**src/rtl/doa_scan_ctrl.sv**
```systemverilog
`default_nettype none
// ============================================================================
//  Module   : doa_scan_ctrl
//  Purpose  : Direction-of-arrival sweep sequencer; drives the steering LUT and
//             the abs_sq_cmul/ma datapath, and reports the strongest direction.
//  Revision : 1.0 - initial release
// ============================================================================
module doa_scan_ctrl #(
    parameter int WORD_LENGTH     = 16,
    parameter int WORD_LENGTH_OUT = (WORD_LENGTH * 2 + 3) * 2 + 1,
    parameter int N_ANGLES        = 181,
    parameter int N_AVG           = 64,
    parameter int MA_LATENCY      = 2,
    parameter int ADDR_W          = 8
) (
    input  logic                       clk,
    input  logic                       rst,
    input  logic                       start,
    input  logic                       abort,
    output logic                       busy,
    output logic                       done,
    input  logic                       smp_valid,
    output logic                       smp_ready,
    output logic [ADDR_W-1:0]          steer_addr,
    output logic                       ma_rst,
    output logic                       ma_en,
    input  logic [WORD_LENGTH_OUT-1:0] ma_out,
    output logic                       scan_valid,
    output logic [ADDR_W-1:0]          scan_idx,
    output logic [WORD_LENGTH_OUT-1:0] scan_pow,
    output logic [ADDR_W-1:0]          peak_idx,
    output logic [WORD_LENGTH_OUT-1:0] peak_pow
);

    // The shared counter serves both the sample count and the drain wait.
    localparam int CNT_MAX    = (N_AVG > MA_LATENCY) ? N_AVG : MA_LATENCY;
    localparam int CNT_W      = $clog2(CNT_MAX + 1);
    localparam int DRAIN_LAST = (MA_LATENCY > 0) ? MA_LATENCY - 1 : 0;

    localparam logic [ADDR_W-1:0] LAST_ANGLE = ADDR_W'(N_ANGLES - 1);
    localparam logic [CNT_W-1:0]  LAST_SMP   = CNT_W'(N_AVG - 1);
    localparam logic [CNT_W-1:0]  LAST_DRAIN = CNT_W'(DRAIN_LAST);

    typedef enum logic [2:0] {
        S_IDLE  = 3'd0,
        S_CLEAR = 3'd1,
        S_LOAD  = 3'd2,
        S_ACCUM = 3'd3,
        S_DRAIN = 3'd4,
        S_EVAL  = 3'd5,
        S_DONE  = 3'd6
    } state_t;

    state_t                     r_state;
    logic [ADDR_W-1:0]          r_angle;
    logic [CNT_W-1:0]           r_count;
    logic                       r_busy;
    logic                       r_done;
    logic                       r_smp_ready;
    logic                       r_ma_rst;
    logic                       r_scan_valid;
    logic [ADDR_W-1:0]          r_scan_idx;
    logic [WORD_LENGTH_OUT-1:0] r_scan_pow;
    logic [ADDR_W-1:0]          r_peak_idx;
    logic [WORD_LENGTH_OUT-1:0] r_peak_pow;
    logic                       r_max_vld;
    logic [ADDR_W-1:0]          r_max_idx;
    logic [WORD_LENGTH_OUT-1:0] r_max_pow;

    // Strict compare keeps the earlier (lower) index on ties.
    logic                       w_take;
    logic [ADDR_W-1:0]          w_max_idx;
    logic [WORD_LENGTH_OUT-1:0] w_max_pow;

    assign w_take    = !r_max_vld || (ma_out > r_max_pow);
    assign w_max_idx = w_take ? r_angle : r_max_idx;
    assign w_max_pow = w_take ? ma_out  : r_max_pow;

    always_ff @(posedge clk) begin
        if (rst) begin
            r_state      <= S_IDLE;
            r_angle      <= '0;
            r_count      <= '0;
            r_busy       <= 1'b0;
            r_done       <= 1'b0;
            r_smp_ready  <= 1'b0;
            r_ma_rst     <= 1'b0;
            r_scan_valid <= 1'b0;
            r_scan_idx   <= '0;
            r_scan_pow   <= '0;
            r_peak_idx   <= '0;
            r_peak_pow   <= '0;
            r_max_vld    <= 1'b0;
            r_max_idx    <= '0;
            r_max_pow    <= '0;
        end else begin
            r_ma_rst     <= 1'b0;
            r_done       <= 1'b0;
            r_scan_valid <= 1'b0;
            if (abort && (r_state != S_IDLE)) begin
                r_state     <= S_IDLE;
                r_busy      <= 1'b0;
                r_smp_ready <= 1'b0;
                r_ma_rst    <= 1'b1;
            end else begin
                case (r_state)
                    S_IDLE: begin
                        r_max_vld <= 1'b0;
                        r_max_idx <= '0;
                        r_max_pow <= '0;
                        if (start && !abort) begin
                            r_state  <= S_CLEAR;
                            r_angle  <= '0;
                            r_busy   <= 1'b1;
                            r_ma_rst <= 1'b1;
                        end
                    end
                    S_CLEAR: r_state <= S_LOAD;
                    S_LOAD: begin
                        r_state     <= S_ACCUM;
                        r_count     <= '0;
                        r_smp_ready <= 1'b1;
                    end
                    S_ACCUM: begin
                        if (smp_valid) begin
                            if (r_count == LAST_SMP) begin
                                r_count     <= '0;
                                r_smp_ready <= 1'b0;
                                r_state     <= (MA_LATENCY == 0) ? S_EVAL : S_DRAIN;
                            end else begin
                                r_count <= r_count + 1'b1;
                            end
                        end
                    end
                    S_DRAIN: begin
                        if (r_count == LAST_DRAIN) begin
                            r_count <= '0;
                            r_state <= S_EVAL;
                        end else begin
                            r_count <= r_count + 1'b1;
                        end
                    end
                    S_EVAL: begin
                        r_scan_pow   <= ma_out;
                        r_scan_idx   <= r_angle;
                        r_scan_valid <= 1'b1;
                        r_max_vld    <= 1'b1;
                        r_max_idx    <= w_max_idx;
                        r_max_pow    <= w_max_pow;
                        // Peak is loaded here so it appears alongside the done pulse.
                        if (r_angle == LAST_ANGLE) begin
                            r_state    <= S_DONE;
                            r_done     <= 1'b1;
                            r_peak_idx <= w_max_idx;
                            r_peak_pow <= w_max_pow;
                        end else begin
                            r_angle  <= r_angle + 1'b1;
                            r_state  <= S_CLEAR;
                            r_ma_rst <= 1'b1;
                        end
                    end
                    S_DONE: begin
                        r_state <= S_IDLE;
                        r_busy  <= 1'b0;
                    end
                    default: begin
                        r_state     <= S_IDLE;
                        r_busy      <= 1'b0;
                        r_smp_ready <= 1'b0;
                    end
                endcase
            end
        end
    end

    assign busy       = r_busy;
    assign done       = r_done;
    assign smp_ready  = r_smp_ready;
    assign ma_en      = smp_valid & r_smp_ready;
    assign ma_rst     = r_ma_rst;
    assign steer_addr = r_angle;
    assign scan_valid = r_scan_valid;
    assign scan_idx   = r_scan_idx;
    assign scan_pow   = r_scan_pow;
    assign peak_idx   = r_peak_idx;
    assign peak_pow   = r_peak_pow;

endmodule
`default_nettype wire

```
**config.mk**
```make
export PLATFORM = sky130hd
export DESIGN_NAME = doa_scan_ctrl
export DESIGN_NICKNAME = d
export VERILOG_FILES = /design/src/rtl/doa_scan_ctrl.sv
export SDC_FILE = /design/constraint.sdc
export NUM_CORES = 1
export LEC_CHECK = 0
export BUFFER_PORTS_ARGS = -buffer_cell sky130_fd_sc_hd__buf_2
export CAP_MARGIN = 10
export CORE_UTILIZATION = 45
export CTS_CLUSTER_DIAMETER = 150
export DETAILED_ROUTE_END_ITERATION = 16
export GPL_TIMING_DRIVEN = 0
export PLACE_DENSITY_LB_ADDON = 0.1
export SLEW_MARGIN = 30
export SYNTH_ARGS = -nofsm -noshare
export SYNTH_HDL_FRONTEND = slang
export SYNTH_SLANG_ARGS = --single-unit
export TNS_END_PERCENT = 30
```
**constraint.sdc**
```tcl
create_clock -name clk -period 2.6 [get_ports clk]
set_clock_uncertainty 0.05 [all_clocks]
set_input_delay 0.13 -clock clk [delete_from_list [all_inputs] [get_ports clk]]
set_output_delay 0.13 -clock clk [all_outputs]
set_load 0.03 [all_outputs]
```
==> flow_summary.toml <==
[synthesis]
seq_area_frac_synth = 0.4202
ys_ff_latch = 261
synth_cell_types = 50
syn-mean-instance-area_um2 = 8.257
synth-edff-count = 0
syn_area_um2 = 12430
yosys_warnings = 0
async_reset_ff_frac = 0
syn-num-nets = 1657
synth_cells = 1506
synth_ff_type = "dfxtp_1"

[final_layout]
mostFrequentLayoutCells = "nand2_1, dfxtp_1, buf_2, nor2_1, a21oi_1"
multi_input_area_um2 = 7137
final_nets = 2039
final_common_cell = "nand2_1"
fillers = 2379
seq_area_um2 = 5239
finalNonFillerCells = 2252
layout-drive-gt1-share = 0.2520
synthToLayoutAreaGrowth_pct = 37.59

[floorplan]
core_area_um2 = 27030
die_y_um = 168.2
rows = 60
die_x_um = 168.2
die_area_um2 = 28300
start_util = 0.4601
ioPinCount = 248

[worst_setup_path]
critical-path-top-delay-family = "simple AND/OR/NAND/NOR gates"
worstReg2RegEnd = "r_max_pow[68]"
end_kind = "flip-flop"
cp.arrival_ns = 3.51
cp-start-kind = "flip-flop"
reg2reg_slack_ns = -0.52
path_buf_inv = 6
r2r_cells = 13
slowest_delay_ns = 0.70
required_ns = 2.99
critPathKind = "flip-flop to flip-flop"
crit_path_max_fanout = 10
crit_chain = "inv_1, ha_1, nand4_1, nor4_1, and3_1, buf_6, a21o_4, a21boi_4, buf_6, buf_8, buf_12, buf_8, a22o_1"
rr_startpoint = "r_max_pow[22]"
slowest_stage = "nor4_1"

[placement]
dp_cells = 2094
gp_congestion = 0.8471
post-dp-hpwl_mm = 29.12
io_buffers = 247

[grt]
grt_pass1_vias = 12073
antenna_found_initial = 2
grt_max_degree = 14
grt_pass1_wl_mm = 66.52
gr-total-overflow = 0
track_usage = 0.2979

[drt]
drt_pass1_iterations = 5
dr.first_iter.drc_count = 863
drtAntennaViolNets = 0
drc = 0
wirelength_mm = 43.80
wl_per_cell_um = 19.45
vias_per_cell = 5.686
vias = 12805

[clock_tree]
cts.path.max_buffers = 3
clock_latency_ns = 0.56
cts_tree = "yes"
cts_buffers = 29
clock-sinks = 261
ctsHtreeMaxLevel = 1
root_buffer = "clkbuf_16"
clkTransAtPathRegs_ns = 0.06

[worst_hold_path]
holdPathStages = 4
hold_path_class = "primary input to flip-flop"
min_to = "r_count[0]"
min_from = "abort"

[power_and_ir_drop]
p_leak_nw = 6.968
vdd_drop_max_v = 0.0004403
total_power_mw = 9.744
power_density_nw_per_um2 = 569.5

[timing]
period_minus_slack_ns = 3.124
tns_ns = -61.82
drv_slew = 0
timing.fmax_mhz = 320.1
finalHoldViolCount = 0
min_period_over_period = 1.201
setup_viol = 168
setup_ws_ns = -0.5236
maxSlewHeadroom = 0.4045
worst_pin_slew_ns = 0.8932
rsz0062_at_grt = "true"

[run_status]
violations = "negative setup slack"
outcome = "finished with violations"

[flow_run]
drv_cap = 0
-- layout make-up --
class / instances / share of cell area
tap: 341 / 0.02494
timing repair buffer: 354 / 0.1360
multi-input combinational: 1050 / 0.4171
antenna: 2 / 0.0002925
buffer: 114 / 0.04030
sequential: 261 / 0.3062
inverter: 78 / 0.01711
clock inverter: 13 / 0.009873
clock buffer: 39 / 0.04812
-- per-layer routing --
metal / track usage / vias to the layer above / part of all wire
met5: 0 / - / 0
met4: 0.1213 / 0 / 0.034
met3: 0.04584 / 99 / 0.067
met2: 0.4770 / 498 / 0.45
met1: 0.4005 / 6070 / 0.45
li1: - / 6138 / -
-- power breakdown --
group / switching (mW) / leakage (nW) / internal, mW
Sequential: 0.0395 / 2.11 / 4.04
Combinational: 0.887 / 4.36 / 0.491
Clock: 1.69 / 0.498 / 2.60
Total: 2.61 / 6.97 / 7.13
-- registers in the layout, indices dropped and copies added, names as in the netlist --
signal and cells:
scan_valid 1, r_max_vld 1, done 1, smp_ready 1, r_max_idx 8, ma_rst 1, r_max_pow 71, scan_idx 8
r_count 7, r_state 3, busy 1, scan_pow 71, peak_idx 8, peak_pow 71, steer_addr 8
-- cells by family (layout without fill, tap and decap cells) --
logic type      after synthesis  after routing  synth area share
xor+xnor                     12             12          0.008452
mux                           4              4          0.003220
flops                       261            261            0.4202
other cells                   0              2                 0
compound gates              399            399            0.2350
buf+inv                     195            598           0.06208
simple gates                560            560            0.1956
fa+ha+maj                    75             75           0.07547
-- worst max path at each step --
stage / slack, ns / end / cells after the start / startpoint
detailed placement: -0.87 / r_max_pow[69] / 13 / r_max_pow[61]
global placement: -0.91 / peak_pow[55] / 12 / r_max_pow[37]
floorplan: -0.0006 / peak_idx[1] / 13 / r_max_pow[61]
CTS: -0.54 / r_max_pow[69] / 16 / r_max_pow[62]
finish: -0.52 / r_max_pow[68] / 13 / r_max_pow[22]
global route: -0.61 / r_max_pow[68] / 16 / r_max_pow[31]
-- metrics by stage --
step                instance area (µm²)  worst slack, ns    util  hold WS, ns
finish                            17110          -0.5236  0.6331      0.01894
detailed placement                14250          -0.8733  0.5271       0.3729
global route                      17110          -0.6059  0.6331      0.03104
CTS                               16560          -0.5439  0.6129    0.0006372
global placement                  14240          -0.9130  0.5270       0.3687
floorplan                         12580       -0.0006091       -       0.1646
-- cell usage after synthesis (5+ instances only) --
| cell | n | area, µm² |
|---|---|---|
| o21ai_0 | 20 | 100.1 |
| nor2_1 | 154 | 578.1 |
| or3_1 | 35 | 219.0 |
| a211oi_1 | 39 | 292.8 |
| a21oi_1 | 126 | 630.6 |
| nand2_1 | 261 | 979.7 |
| a2111oi_0 | 38 | 332.8 |
| clkbuf_1 | 92 | 345.3 |
| a22o_1 | 116 | 1016 |
| ha_1 | 75 | 938.4 |
| inv_1 | 78 | 292.8 |
| a311o_1 | 35 | 350.3 |
| buf_1 | 7 | 26.28 |
| dfxtp_1 | 261 | 5225 |
| xor2_1 | 8 | 70.07 |
| buf_2 | 14 | 70.07 |
| nand3_1 | 49 | 245.2 |
| and3_1 | 5 | 31.28 |
| nand4_1 | 24 | 150.1 |
| nor3_1 | 9 | 45.04 |
-- worst min-delay path, stage by stage --
cell and delay (ns):
buf_2 0.13, a21oi_1 0.13, xnor2_1 0.16, nor2_1 0.04
-- timing repair --
action,4_1_cts,5_1_grt
gates resized for setup,114,111
endpoints found under the setup margin,177,176
endpoints found under the hold margin,146,0
pin swaps,43,34
buffers inserted,20,9
hold buffers,75,0
cloned,3,0
Power figures use the tool's default switching activity.
